--- src/rtl/helios_framer_pkg.sv ---
// ----------------------------------------------------------------------------
// helios_framer_pkg
// Shared definitions for the measurement-round framer:
//   FRAME_HDR_SYNC / FRAME_TRL_SYNC : sync bytes opening header / trailer words
//   framer_state_e                  : framer FSM state encoding
//   words_per_round()               : 32-bit payload words per round
// ----------------------------------------------------------------------------
package helios_framer_pkg;

   localparam logic [7:0] FRAME_HDR_SYNC = 8'hA5;
   localparam logic [7:0] FRAME_TRL_SYNC = 8'h5A;

   typedef enum logic [2:0] {
      ST_IDLE,
      ST_HEADER,
      ST_DATA,
      ST_WAIT,
      ST_TRAILER
   } framer_state_e;

   function automatic int words_per_round(input int pu_count);
      return (pu_count + 31) / 32;
   endfunction

endpackage

--- src/rtl/round_popcount.sv ---
// ----------------------------------------------------------------------------
// round_popcount
// Combinational count of set bits in one round of syndrome data.
// Ports:
//   bits  in  N_BITS  syndrome bits of one round
//   count out CNT_W   number of bits set in `bits`
// ----------------------------------------------------------------------------
module round_popcount #(
   parameter int N_BITS = 24,
   parameter int CNT_W  = $clog2(N_BITS + 1)
) (
   input  logic [N_BITS-1:0] bits,
   output logic [CNT_W-1:0]  count
);

   // Written as a linear sum; synthesis rebalances it into an adder tree.
   always_comb begin
      count = '0;
      for (int i = 0; i < N_BITS; i++) begin
         count = count + CNT_W'(bits[i]);
      end
   end

endmodule

--- src/rtl/measurement_round_framer.sv ---
// ----------------------------------------------------------------------------
// measurement_round_framer
// Accepts measurement rounds from the readout front-end and serialises each
// decode into a frame of 32-bit words: header, payload words of every round,
// trailer with round count, round-count mismatch bit and optional popcount.
//
// Optional feature macro: MEAS_FRAMER_POPCOUNT_EN
//   defined   : defect popcount accumulated into trailer bits [14:0]
//   undefined : trailer bits [14:0] are zero, no popcount logic built
//
// Ports:
//   clk            in   1      clock
//   reset          in   1      asynchronous active-low reset
//   round_data     in   PU     syndrome bits of one round (bit 0 = PU (0,0))
//   round_last     in   1      final round of the decode
//   round_context  in   CTX_W  context id, sampled on the first round only
//   round_valid    in   1      round handshake valid
//   round_ready    out  1      round handshake ready (IDLE / WAIT only)
//   out_data       out  32     frame word towards decoder input_data
//   out_valid      out  1      word handshake valid
//   out_ready      in   1      word handshake ready
//   frame_seq      out  16     count of completed frames
//   round_mismatch out  1      sticky: a frame ended with rounds != GRID_WIDTH_U
// ----------------------------------------------------------------------------
module measurement_round_framer
   import helios_framer_pkg::*;
#(
   parameter int GRID_WIDTH_X = 12,
   parameter int GRID_WIDTH_Z = 2,
   parameter int GRID_WIDTH_U = 10,
   parameter int NUM_CONTEXTS = 2,
   localparam int CTX_W = (NUM_CONTEXTS > 1) ? $clog2(NUM_CONTEXTS) : 1,
   localparam int PU_COUNT_PER_ROUND = GRID_WIDTH_X * GRID_WIDTH_Z
) (
   input  logic                          clk,
   input  logic                          reset,
   input  logic [PU_COUNT_PER_ROUND-1:0] round_data,
   input  logic                          round_last,
   input  logic [CTX_W-1:0]              round_context,
   input  logic                          round_valid,
   output logic                          round_ready,
   output logic [31:0]                   out_data,
   output logic                          out_valid,
   input  logic                          out_ready,
   output logic [15:0]                   frame_seq,
   output logic                          round_mismatch
);

   localparam int WORDS_PER_ROUND = words_per_round(PU_COUNT_PER_ROUND);
   localparam int PAD_W = WORDS_PER_ROUND * 32;
   localparam int IDX_W = (WORDS_PER_ROUND > 1) ? $clog2(WORDS_PER_ROUND) : 1;
   localparam logic [IDX_W-1:0] LAST_IDX = IDX_W'(WORDS_PER_ROUND - 1);

   framer_state_e    state;
   logic [PAD_W-1:0] cap_bits;
   logic             cap_last;
   logic [7:0]       rounds;
   logic [IDX_W-1:0] word_idx;
   logic [14:0]      trl_pop;
   logic             round_count_bad;
   logic             round_accept;
   logic             out_accept;

   assign round_ready     = (state == ST_IDLE) || (state == ST_WAIT);
   assign round_accept    = round_valid && round_ready;
   assign out_accept      = out_valid && out_ready;
   assign round_count_bad = (32'(rounds) != 32'(GRID_WIDTH_U));

   function automatic logic [31:0] word_sel(input logic [PAD_W-1:0] v, input int idx);
      return v[idx*32 +: 32];
   endfunction

   function automatic logic [7:0] sat_inc_rounds(input logic [7:0] r);
      return (r == 8'hFF) ? r : r + 8'd1;
   endfunction

`ifdef MEAS_FRAMER_POPCOUNT_EN
   localparam int PC_W = $clog2(PU_COUNT_PER_ROUND + 1);

   logic [PC_W-1:0] round_pc;
   logic [14:0]     popcnt;

   round_popcount #(
      .N_BITS (PU_COUNT_PER_ROUND),
      .CNT_W  (PC_W)
   ) u_round_popcount (
      .bits  (round_data),
      .count (round_pc)
   );

   function automatic logic [14:0] sat_add_pop(input logic [14:0] acc, input logic [PC_W-1:0] inc);
      logic [31:0] s;
      s = 32'(acc) + 32'(inc);
      return (s > 32'h7FFF) ? 15'h7FFF : s[14:0];
   endfunction

   assign trl_pop = popcnt;
`else
   assign trl_pop = '0;
`endif

   // Payload storage carries no control meaning, so it is left unreset;
   // it is always rewritten before the FSM reads it.
   always_ff @(posedge clk) begin
      if (round_accept) begin
         cap_bits <= PAD_W'(round_data);
      end
   end

   always_ff @(posedge clk or negedge reset) begin
      if (!reset) begin
         state          <= ST_IDLE;
         out_valid      <= 1'b0;
         out_data       <= '0;
         frame_seq      <= '0;
         round_mismatch <= 1'b0;
         rounds         <= '0;
         word_idx       <= '0;
         cap_last       <= 1'b0;
`ifdef MEAS_FRAMER_POPCOUNT_EN
         popcnt         <= '0;
`endif
      end else begin
         case (state)
            ST_IDLE: begin
               if (round_accept) begin
                  cap_last  <= round_last;
                  rounds    <= 8'd1;
                  word_idx  <= '0;
                  out_data  <= {FRAME_HDR_SYNC, 8'(round_context), frame_seq};
                  out_valid <= 1'b1;
                  state     <= ST_HEADER;
`ifdef MEAS_FRAMER_POPCOUNT_EN
                  popcnt    <= sat_add_pop(15'd0, round_pc);
`endif
               end
            end

            ST_HEADER: begin
               if (out_accept) begin
                  out_data <= word_sel(cap_bits, 0);
                  word_idx <= '0;
                  state    <= ST_DATA;
               end
            end

            ST_DATA: begin
               if (out_accept) begin
                  if (word_idx == LAST_IDX) begin
                     if (cap_last) begin
                        // rounds and popcount are final here: the last round
                        // was folded in when it was captured.
                        out_data <= {FRAME_TRL_SYNC, rounds, round_count_bad, trl_pop};
                        state    <= ST_TRAILER;
                     end else begin
                        out_data  <= '0;
                        out_valid <= 1'b0;
                        state     <= ST_WAIT;
                     end
                  end else begin
                     word_idx <= word_idx + IDX_W'(1);
                     out_data <= word_sel(cap_bits, int'(word_idx) + 1);
                  end
               end
            end

            ST_WAIT: begin
               // round_context is deliberately ignored past the first round
               if (round_accept) begin
                  cap_last  <= round_last;
                  rounds    <= sat_inc_rounds(rounds);
                  word_idx  <= '0;
                  out_data  <= word_sel(PAD_W'(round_data), 0);
                  out_valid <= 1'b1;
                  state     <= ST_DATA;
`ifdef MEAS_FRAMER_POPCOUNT_EN
                  popcnt    <= sat_add_pop(popcnt, round_pc);
`endif
               end
            end

            ST_TRAILER: begin
               if (out_accept) begin
                  frame_seq      <= frame_seq + 16'd1;
                  round_mismatch <= round_mismatch | round_count_bad;
                  out_valid      <= 1'b0;
                  out_data       <= '0;
                  state          <= ST_IDLE;
               end
            end

            default: begin
               out_valid <= 1'b0;
               state     <= ST_IDLE;
            end
         endcase
      end
   end

endmodule

--- config.mk ---
export PLATFORM = sky130hd
export DESIGN_NAME = measurement_round_framer
export DESIGN_NICKNAME = d
export VERILOG_FILES = /design/src/rtl/helios_framer_pkg.sv /design/src/rtl/round_popcount.sv /design/src/rtl/measurement_round_framer.sv
export SDC_FILE = /design/constraint.sdc
export NUM_CORES = 1
export LEC_CHECK = 0
export ABC_CLOCK_PERIOD_IN_PS = 3000
export CAP_MARGIN = 25
export CORE_MARGIN = 5
export CORE_UTILIZATION = 50
export CTS_CLUSTER_DIAMETER = 120
export DETAILED_ROUTE_END_ITERATION = 12
export MAX_ROUTING_LAYER = met4
export PLACE_DENSITY = 0.78
export SYNTH_ARGS = -nofsm -noshare
export SYNTH_HDL_FRONTEND = slang
export SYNTH_HIERARCHICAL = 1
export SYNTH_SLANG_ARGS = --single-unit
--- constraint.sdc ---
create_clock -name clk -period 3 [get_ports clk]
set_input_delay 0.45 -clock clk [delete_from_list [all_inputs] [get_ports clk]]
set_output_delay 0.45 -clock clk [all_outputs]
set_load 0.02 [all_outputs]
==> impl_summary.md, run 1 <==
Outcome
The flow ran to the end, and the final reports show no timing, DRC or antenna violations.

Drt
The total iterations of the first detailed-routing run is 4. The routed layout has between 2000 and 3000 vias. The detailed router finished its first iteration with roughly 190 violations. The ratio of routed vias to standard cells is about 5.5.

The number of design rule violations left after detail routing is 0. After detailed routing, the average wire length per cell comes to 17.2 µm. Wires add up to roughly 8700 µm. The count of nets left with antenna violations once routing finished came out at 0.

Clock tree
The clock reaches the later pin of the worst-skew pair after 360 ps. The clock slew at the register clock pins of the worst setup and hold paths is roughly 90 ps. The post-cts resize count is 0. The clock drives 80 sinks.

The buffers inserted during post-CTS setup optimization is 0. In this run the number of H-tree levels came out at 3. Counting along the longest clock path gives a buffer depth of 2.

TritonCTS built the clock tree. In this run, post-CTS hold repair placed 0 buffers. The tree is rooted in a sky130_fd_sc_hd__clkbuf_8. The total CTS buffers is 9.

STA
The final-report max-slew violation count is 0. The relative slew slack is between 50% and 60%. Summed over all failing endpoints, the final setup total negative slack is 0 ps.

On the final layout, the worst hold slack is 216 ps. The final critical-path share of the clock period is roughly three quarters. The worst path in the final design needs a cycle of 2220 ps, including I/O delays and setup.

At the pin with the least slew margin, the transition time is 711 ps. The clock arrives with between 10 and 15 ps of skew. The maximum achievable frequency is 450 MHz. The total count of hold-check failures in the final report is 0.

Setup repair after global routing left no endpoint under its margin. Setup violations remaining at the end of the flow were counted as 0.

Power and ir drop
The total power per unit cell area is between 900 and 1000 mW/mm². The proportion of power drawn by combinational gates is 45.3%. The worst voltage drop across the vdd grid is 0.499 mV. The clock network is responsible for 19.1% of the overall power.

The switching share of total power is between 30 and 40%. The internal portion of the total power is roughly 3 mW. The part of the power in registers is 35.6%. Summed over all nets, the switching power comes to ~1.8 mW. Summed over all cells, the static leakage comes to 2.10 nW.

GRT
The number of antenna violations at the first check in global routing is 0. For this run, global-route usage on met1 was measured as roughly 26%. Global routing finished with a remaining overflow of 0. The maximum number of pins on one net before global-route repair is 57. The via count of the first global-routing pass is 2958. Global routing consumed, on the met2 layer, between 30% and 40% of the routing resources.

met2 is the most crowded layer. The first global-routing pass estimated approximately 15000 µm of wire. For this run, global-route usage on met3 was measured as 3.71%. The total global routing track utilization is 20.0%.

Logic synthesis
The number of warnings issued by yosys is 9. The area share of the largest cell type after synthesis is around 36%. Counting flops with an async set or reset pin after synthesis yields a share of a little over two thirds.

When the netlist entered floorplanning its net count stood at 350. The synthesized design contains 80 register bits. Averaged over all synthesized cells, the footprint is ~12 µm². After technology mapping, the gate count stands at about 320. sky130_fd_sc_hd__dfrtp_1 takes more of the synthesized area than any other cell. After synthesis, the cell types taking the most area are sky130_fd_sc_hd__dfrtp_1, sky130_fd_sc_hd__edfxtp_1, sky130_fd_sc_hd__mux2i_1, sky130_fd_sc_hd__mux2_1, sky130_fd_sc_hd__o2bb2ai_1. The main flop type after synthesis is sky130_fd_sc_hd__dfrtp_1. Of the synthesized area, sequential elements account for between 50% and 60%. The netlist area before placement is a little under 0.004 mm². After synthesis, the netlist uses between 40 and 50 different library cells. Counting flops with a built-in enable in the synthesized netlist gives 24.

Setup path
The worst register-to-register path begins at state[2]. The startpoint kind of the worst setup timing path is a register. The critical path data required time is ~3200 ps. The endpoint of the worst register-to-register path is out_data[11]. Data on the critical path arrives at its endpoint at between 2000 and 2500 ps.

The timing endpoint of the critical path is out_data[11]. The setup slack of the worst register-to-register path is 780 ps. The start point of the critical path is state[2]. STA classifies the critical path endpoint as a register. The category of the critical setup timing path is register to register. The depth of the worst register-to-register path is 4. The worst-path maximum fanout is 17.

Placement
In this run the tool buffered the top-level ports with 80 buffer cells. The number of placed instances, taps included, is a little under 500. At the end of routability-driven placement, the weighted congestion stood at roughly 0.87.

Detailed placement finished with a half-perimeter wire length of 6300 µm.

Finish
For this run, the post-layout net count is 432. The final core area utilization is about two thirds. From synthesis to final layout, the design area changed by 29.3%. The number of antenna diodes in the final layout is 0. The most common cell after layout, fill and taps aside is sky130_fd_sc_hd__clkdlybuf4s50_1. Of the cells placed in the final design, the portion with a size suffix greater than 1 is a little under an eighth. Once layout is complete, the cells apart from fillers number between 500 and 600.

The fill cell instance count of the final layout is about 580. The library cells used most frequently in the layout, excluding fill and tap cells, are sky130_fd_sc_hd__clkdlybuf4s50_1, sky130_fd_sc_hd__dfrtp_1, sky130_fd_sc_hd__mux2i_1.

Floorplan
The initial core utilization is 50.5%. The die area is 0.00959 mm². In this run the standard cell core region covers approximately 0.0076 mm².

Pin placement for this block handled between 80 and 90 I/O pins. The overall die height is a little under 100 µm. The width of the die is 97.9 µm. The row count is 32.

Hold path
The class of the worst hold path is primary input to async pin.

Run
The number of maximum-capacitance constraint violations is 0.
## flip-flops by register name (all words and copies together) (netlist names)
register	cells
frame_seq	16
cap_bits	24
out_valid	1
cap_last	1
rounds	8
out_data	26
state	3
round_mismatch	1
## per-stage QoR
step           setup WS, ps  instance area [µm²]  total power [mW]
2_1_floorplan           802                 3860              3.12
3_3_place_gp            518                 4770              3.85
3_5_place_dp            453                 4770              3.91
4_1_cts                 761                 5000              4.83
5_1_grt                 641                 5000              5.08
6_report                776                 5000              4.79
## worst min path at each step
stage,start,end,slack (ps),cells after the start
2_1_floorplan,reset,cap_last,150,0
3_3_place_gp,round_mismatch,round_mismatch,440,1
3_5_place_dp,round_mismatch,round_mismatch,450,1
4_1_cts,reset,out_data[8],250,2
5_1_grt,reset,state[0],290,2
6_report,reset,state[0],220,2
## power groups by stage
stage | Combinational [mW] | Sequential [mW] | Clock (mW)
floorplan | 1.28 | 1.84 | 0
global placement | 2.14 | 1.71 | 0
detailed placement | 2.19 | 1.72 | 0
CTS | 2.20 | 1.71 | 0.925
global route | 2.36 | 1.75 | 0.972
finish | 2.17 | 1.71 | 0.916
## worst max-delay path: stages, from the launching register on
cell and delay [ps]:
sky130_fd_sc_hd__dfrtp_1 680, sky130_fd_sc_hd__nand4b_1 320, sky130_fd_sc_hd__o22ai_4 530, sky130_fd_sc_hd__buf_12 220, sky130_fd_sc_hd__mux2_1 330
## cell type report
| class | instances | area [µm²] | area share [%] |
|---|---|---|---|
| multi-input cells | 208 | 1580 | 31.6 |
| clock buffers | 9 | 124 | 2.48 |
| clock inverters | 7 | 106 | 2.13 |
| inverters | 6 | 22.5 | 0.451 |
| well taps | 102 | 128 | 2.55 |
| repair buffers | 94 | 913 | 18.3 |
| flip-flops and latches | 80 | 2120 | 42.5 |
## metal layers
layer,wire (µm),vias to the layer above
met5,0,-
met4,199,0
met3,436,14
met2,4130,91
met1,3910,1364
li1,-,1325
## kinds of logic after synthesis
logic type                 count (synthesis)  share of synthesized area (%)
AOI/OAI and AO/OA                         48                           9.13
adders and majority gates                  3                          0.971
DFF                                       80                           54.9
buffers and inverters                     29                           4.21
xor gates and xnor gates                  17                           4.05
and+or+nand+nor                           86                           11.9
muxes                                     54                           14.9
## cells in the mapped netlist, drive strengths merged, types with 2 or more instances
master / count
nand2: 18
nand2b: 5
a21oi: 8
edfxtp: 24
xnor2: 12
nor3: 4
inv: 5
nand3b: 3
mux2i: 27
nor4: 3
clkbuf: 9
a31oi: 2
mux2: 27
xor2: 5
o21ai: 10
o22ai: 2
nor2: 13
a221o: 2
ha: 3
a31o: 3
and3: 4
o2bb2ai: 15
nand4: 7
dfrtp: 56
nand3: 16
buf: 14
and2: 3
Note: power is estimated with default switching activity, not from simulation.
==> run 2: changes to the inputs <==
ABC_CLOCK_PERIOD_IN_PS = 2090   (was 3000)
clock period = 2.09 ns   (was 3 ns; I/O delays follow)
==> impl_summary.md, run 2 (same netlist as run 1, synthesis figures left out) <==
GRT
The first global-routing pass estimated 15200 µm of wire. The via count of the first global-routing pass is between 2000 and 3000. The total global routing track utilization is 20.2%. The maximum number of pins on one net before global-route repair is 30.

The number of antenna violations at the first check in global routing is 0. Global routing finished with a remaining overflow of 0.

Power and ir drop
For this design the ratio of total power to cell area is 1390 mW/mm². The total power consumption of the routed design is between 7 and 8 mW. The worst voltage drop across the vdd grid is roughly 0.99 mV. Summed over all cells, the static leakage comes to about 2.1 nW.

Setup path
The endpoint of the worst register-to-register path is out_data[1]. Data on the critical path arrives at its endpoint at roughly 2200 ps. The startpoint of the lowest-slack register-to-register path is state[1]. The highest cell delay on the worst timing path is about 530 ps.

The kind of cell with the highest combined delay along the critical path is multiplexers. The worst-path maximum fanout is 16. Among all stages on the critical path, the largest delay is contributed by sky130_fd_sc_hd__dfrtp_2. Counting both buffers and inverters, the worst setup path holds a total of 1. The setup slack of the worst register-to-register path is around 120 ps. The signal on the critical path passes through xor2_2 -> mux2i_1 -> o22ai_4 -> buf_4 -> mux2_1. STA classifies the critical path startpoint as a register. The category of the critical setup timing path is register to register. The number of cells on the worst reg-to-reg path is 5. At the worst endpoint, the required time is roughly 2300 ps. STA classifies the critical path endpoint as a register.

Clock tree
The CTS root buffer is sky130_fd_sc_hd__clkbuf_8. For the worst-skew pair, the clock arrives at the later sink with an insertion delay of between 300 and 400 ps. TritonCTS built the clock tree. The number of clock sinks seen by CTS is 80. The total CTS buffers is 9.

The worst-case clock buffer depth is 2. The buffers inserted during post-CTS setup optimization is 0. After clock tree synthesis, the clock-pin slew on the worst setup and hold paths is approximately 80 ps. The clock tree synthesis step divided the H-tree into 3 levels.

STA
Setup slack on the critical path of the routed design comes to between 100 and 150 ps. Setup repair after global routing left no endpoint under its margin. The clock period minus final worst setup slack is 1970 ps. The total count of hold-check failures in the final report is 0. Between clock sinks in the finished design, the worst skew comes to around 8.6 ps. The maximum achievable frequency is between 500 and 600 MHz. Setup violations remaining at the end of the flow were counted as 0. The final-report max-slew violation count is 0. At the pin with the least slew margin, the transition time is ~760 ps.

Dividing the final minimum period by the clock period gives around 94%. The relative slew slack is between 40% and 50%.

Floorplan
Measured along the y axis, the die boundary spans about 100 µm. The row count is 32. For this configuration, the core starts out at a cell density of 50.5%. The die area is around 0.0096 mm². 81 I/O pins were placed. The die is a little under 100 µm wide. The total area inside the core boundary comes to between 0.007 and 0.008 mm².

Hold path
The class of the worst hold path is primary input to async pin.

Drt
The first detailed-routing pass ran for 4 iterations. In the final routed layout, each cell accounts on average for about 18 µm. The via count is around 2900. After the first detailed-routing iteration, the DRC count stood at between 150 and 200. The total wire length after detailed routing is about 9000 µm. The post-detailed-route count of antenna-violating nets is 0. The ratio of routed vias to standard cells is approximately 5.6. The number of design rule violations left after detail routing is 0.

Finish
The register with the most flip-flops in the layout has 26 of them. The repair_antennas step left the layout with diodes totalling 0. The post-synthesis to final-layout area growth is 31.5%.

In the layout the commonest cells are sky130_fd_sc_hd__clkdlybuf4s50_1, sky130_fd_sc_hd__dfrtp_1, sky130_fd_sc_hd__mux2i_1. The largest registers in the layout are out_data: 26 flops, cap_bits: 24 flops, frame_seq: 16 flops. Measured on the finished design, the core utilization comes to 66.5%. The largest register by flop count is out_data.

In the final layout, the share of cells above drive strength 1 is 13.1%. The most common cell after layout, fill and taps aside is sky130_fd_sc_hd__clkdlybuf4s50_1. The fill cell instance count of the final layout is about 570. In the final design database the tool counted between 400 and 500 nets.

Run
Max-cap violations in this run came to 0.

Placement
The weighted congestion at the end of routability-driven global placement is 0.905. Buffers placed on the I/O ports in this run total 80. Detailed placement ended at an HPWL of 6680 µm.

At the placement stage, the worst setup path has a slack of -281 ps.

Outcome
The flow ran to the end, and the final reports show no timing, DRC or antenna violations.
## run 2: stage by stage
step | setup TNS, ps | area [µm²] | std cells | hold WS (ps)
6_report | 0 | 5080 | 513 | 325
2_1_floorplan | 0 | 3870 | 317 | 17.9
5_1_grt | 0 | 5080 | 513 | 351
3_5_place_dp | -954 | 4830 | 496 | 152
3_3_place_gp | -253 | 4830 | 496 | 150
4_1_cts | 0 | 5080 | 513 | 316
## run 2: worst max-delay path by stage
stage | cells after the start | startpoint | to
final | 5 | state[1] | out_data[1]
after global placement | 6 | out_ready | frame_seq[14]
after detailed placement | 6 | out_ready | frame_seq[12]
after floorplan | 6 | state[0] | rounds[7]
after CTS | 5 | state[1] | out_data[1]
after global routing | 5 | state[1] | out_data[22]
## run 2: final cells by class
cell class	instances	area (µm²)	share of cell area, %
multi-input combinational	208	1590	31.2
tap	102	128	2.51
clock inverter	7	119	2.34
clock buffer	9	124	2.44
sequential	80	2120	41.8
inverter	6	23.8	0.468
timing repair buffer	101	980	19.3
## run 2: layer usage
metal / routed length (µm) / global-route usage (%) / up-vias
li1: - / - / 1342
met1: 4120 / 26.5 / 1439
met2: 4530 / 32.6 / 103
met3: 461 / 3.14 / 8
met4: 79 / 5.96 / 0
met5: 0 / - / -
## run 2: power by group
part | total (mW) | switching, mW | internal [mW]
sequential | 2.48 | 0.361 | 2.12
combinational | 3.19 | 1.68 | 1.52
clock | 1.36 | 0.567 | 0.796
## run 2: what timing repair did
| action | CTS | global route |
|---|---|---|
| hold endpoints to repair | 5 | 0 |
| gates resized for setup | 2 | 0 |
| hold buffers | 1 | 0 |
| endpoints found under the setup margin | 3 | 0 |
## run 2: worst reg2reg max path, cell delays in order (launching register included)
cell and delay [ps]:
sky130_fd_sc_hd__dfrtp_2 530, sky130_fd_sc_hd__xor2_2 290, sky130_fd_sc_hd__mux2i_1 360, sky130_fd_sc_hd__o22ai_4 140, sky130_fd_sc_hd__buf_4 190, sky130_fd_sc_hd__mux2_1 330
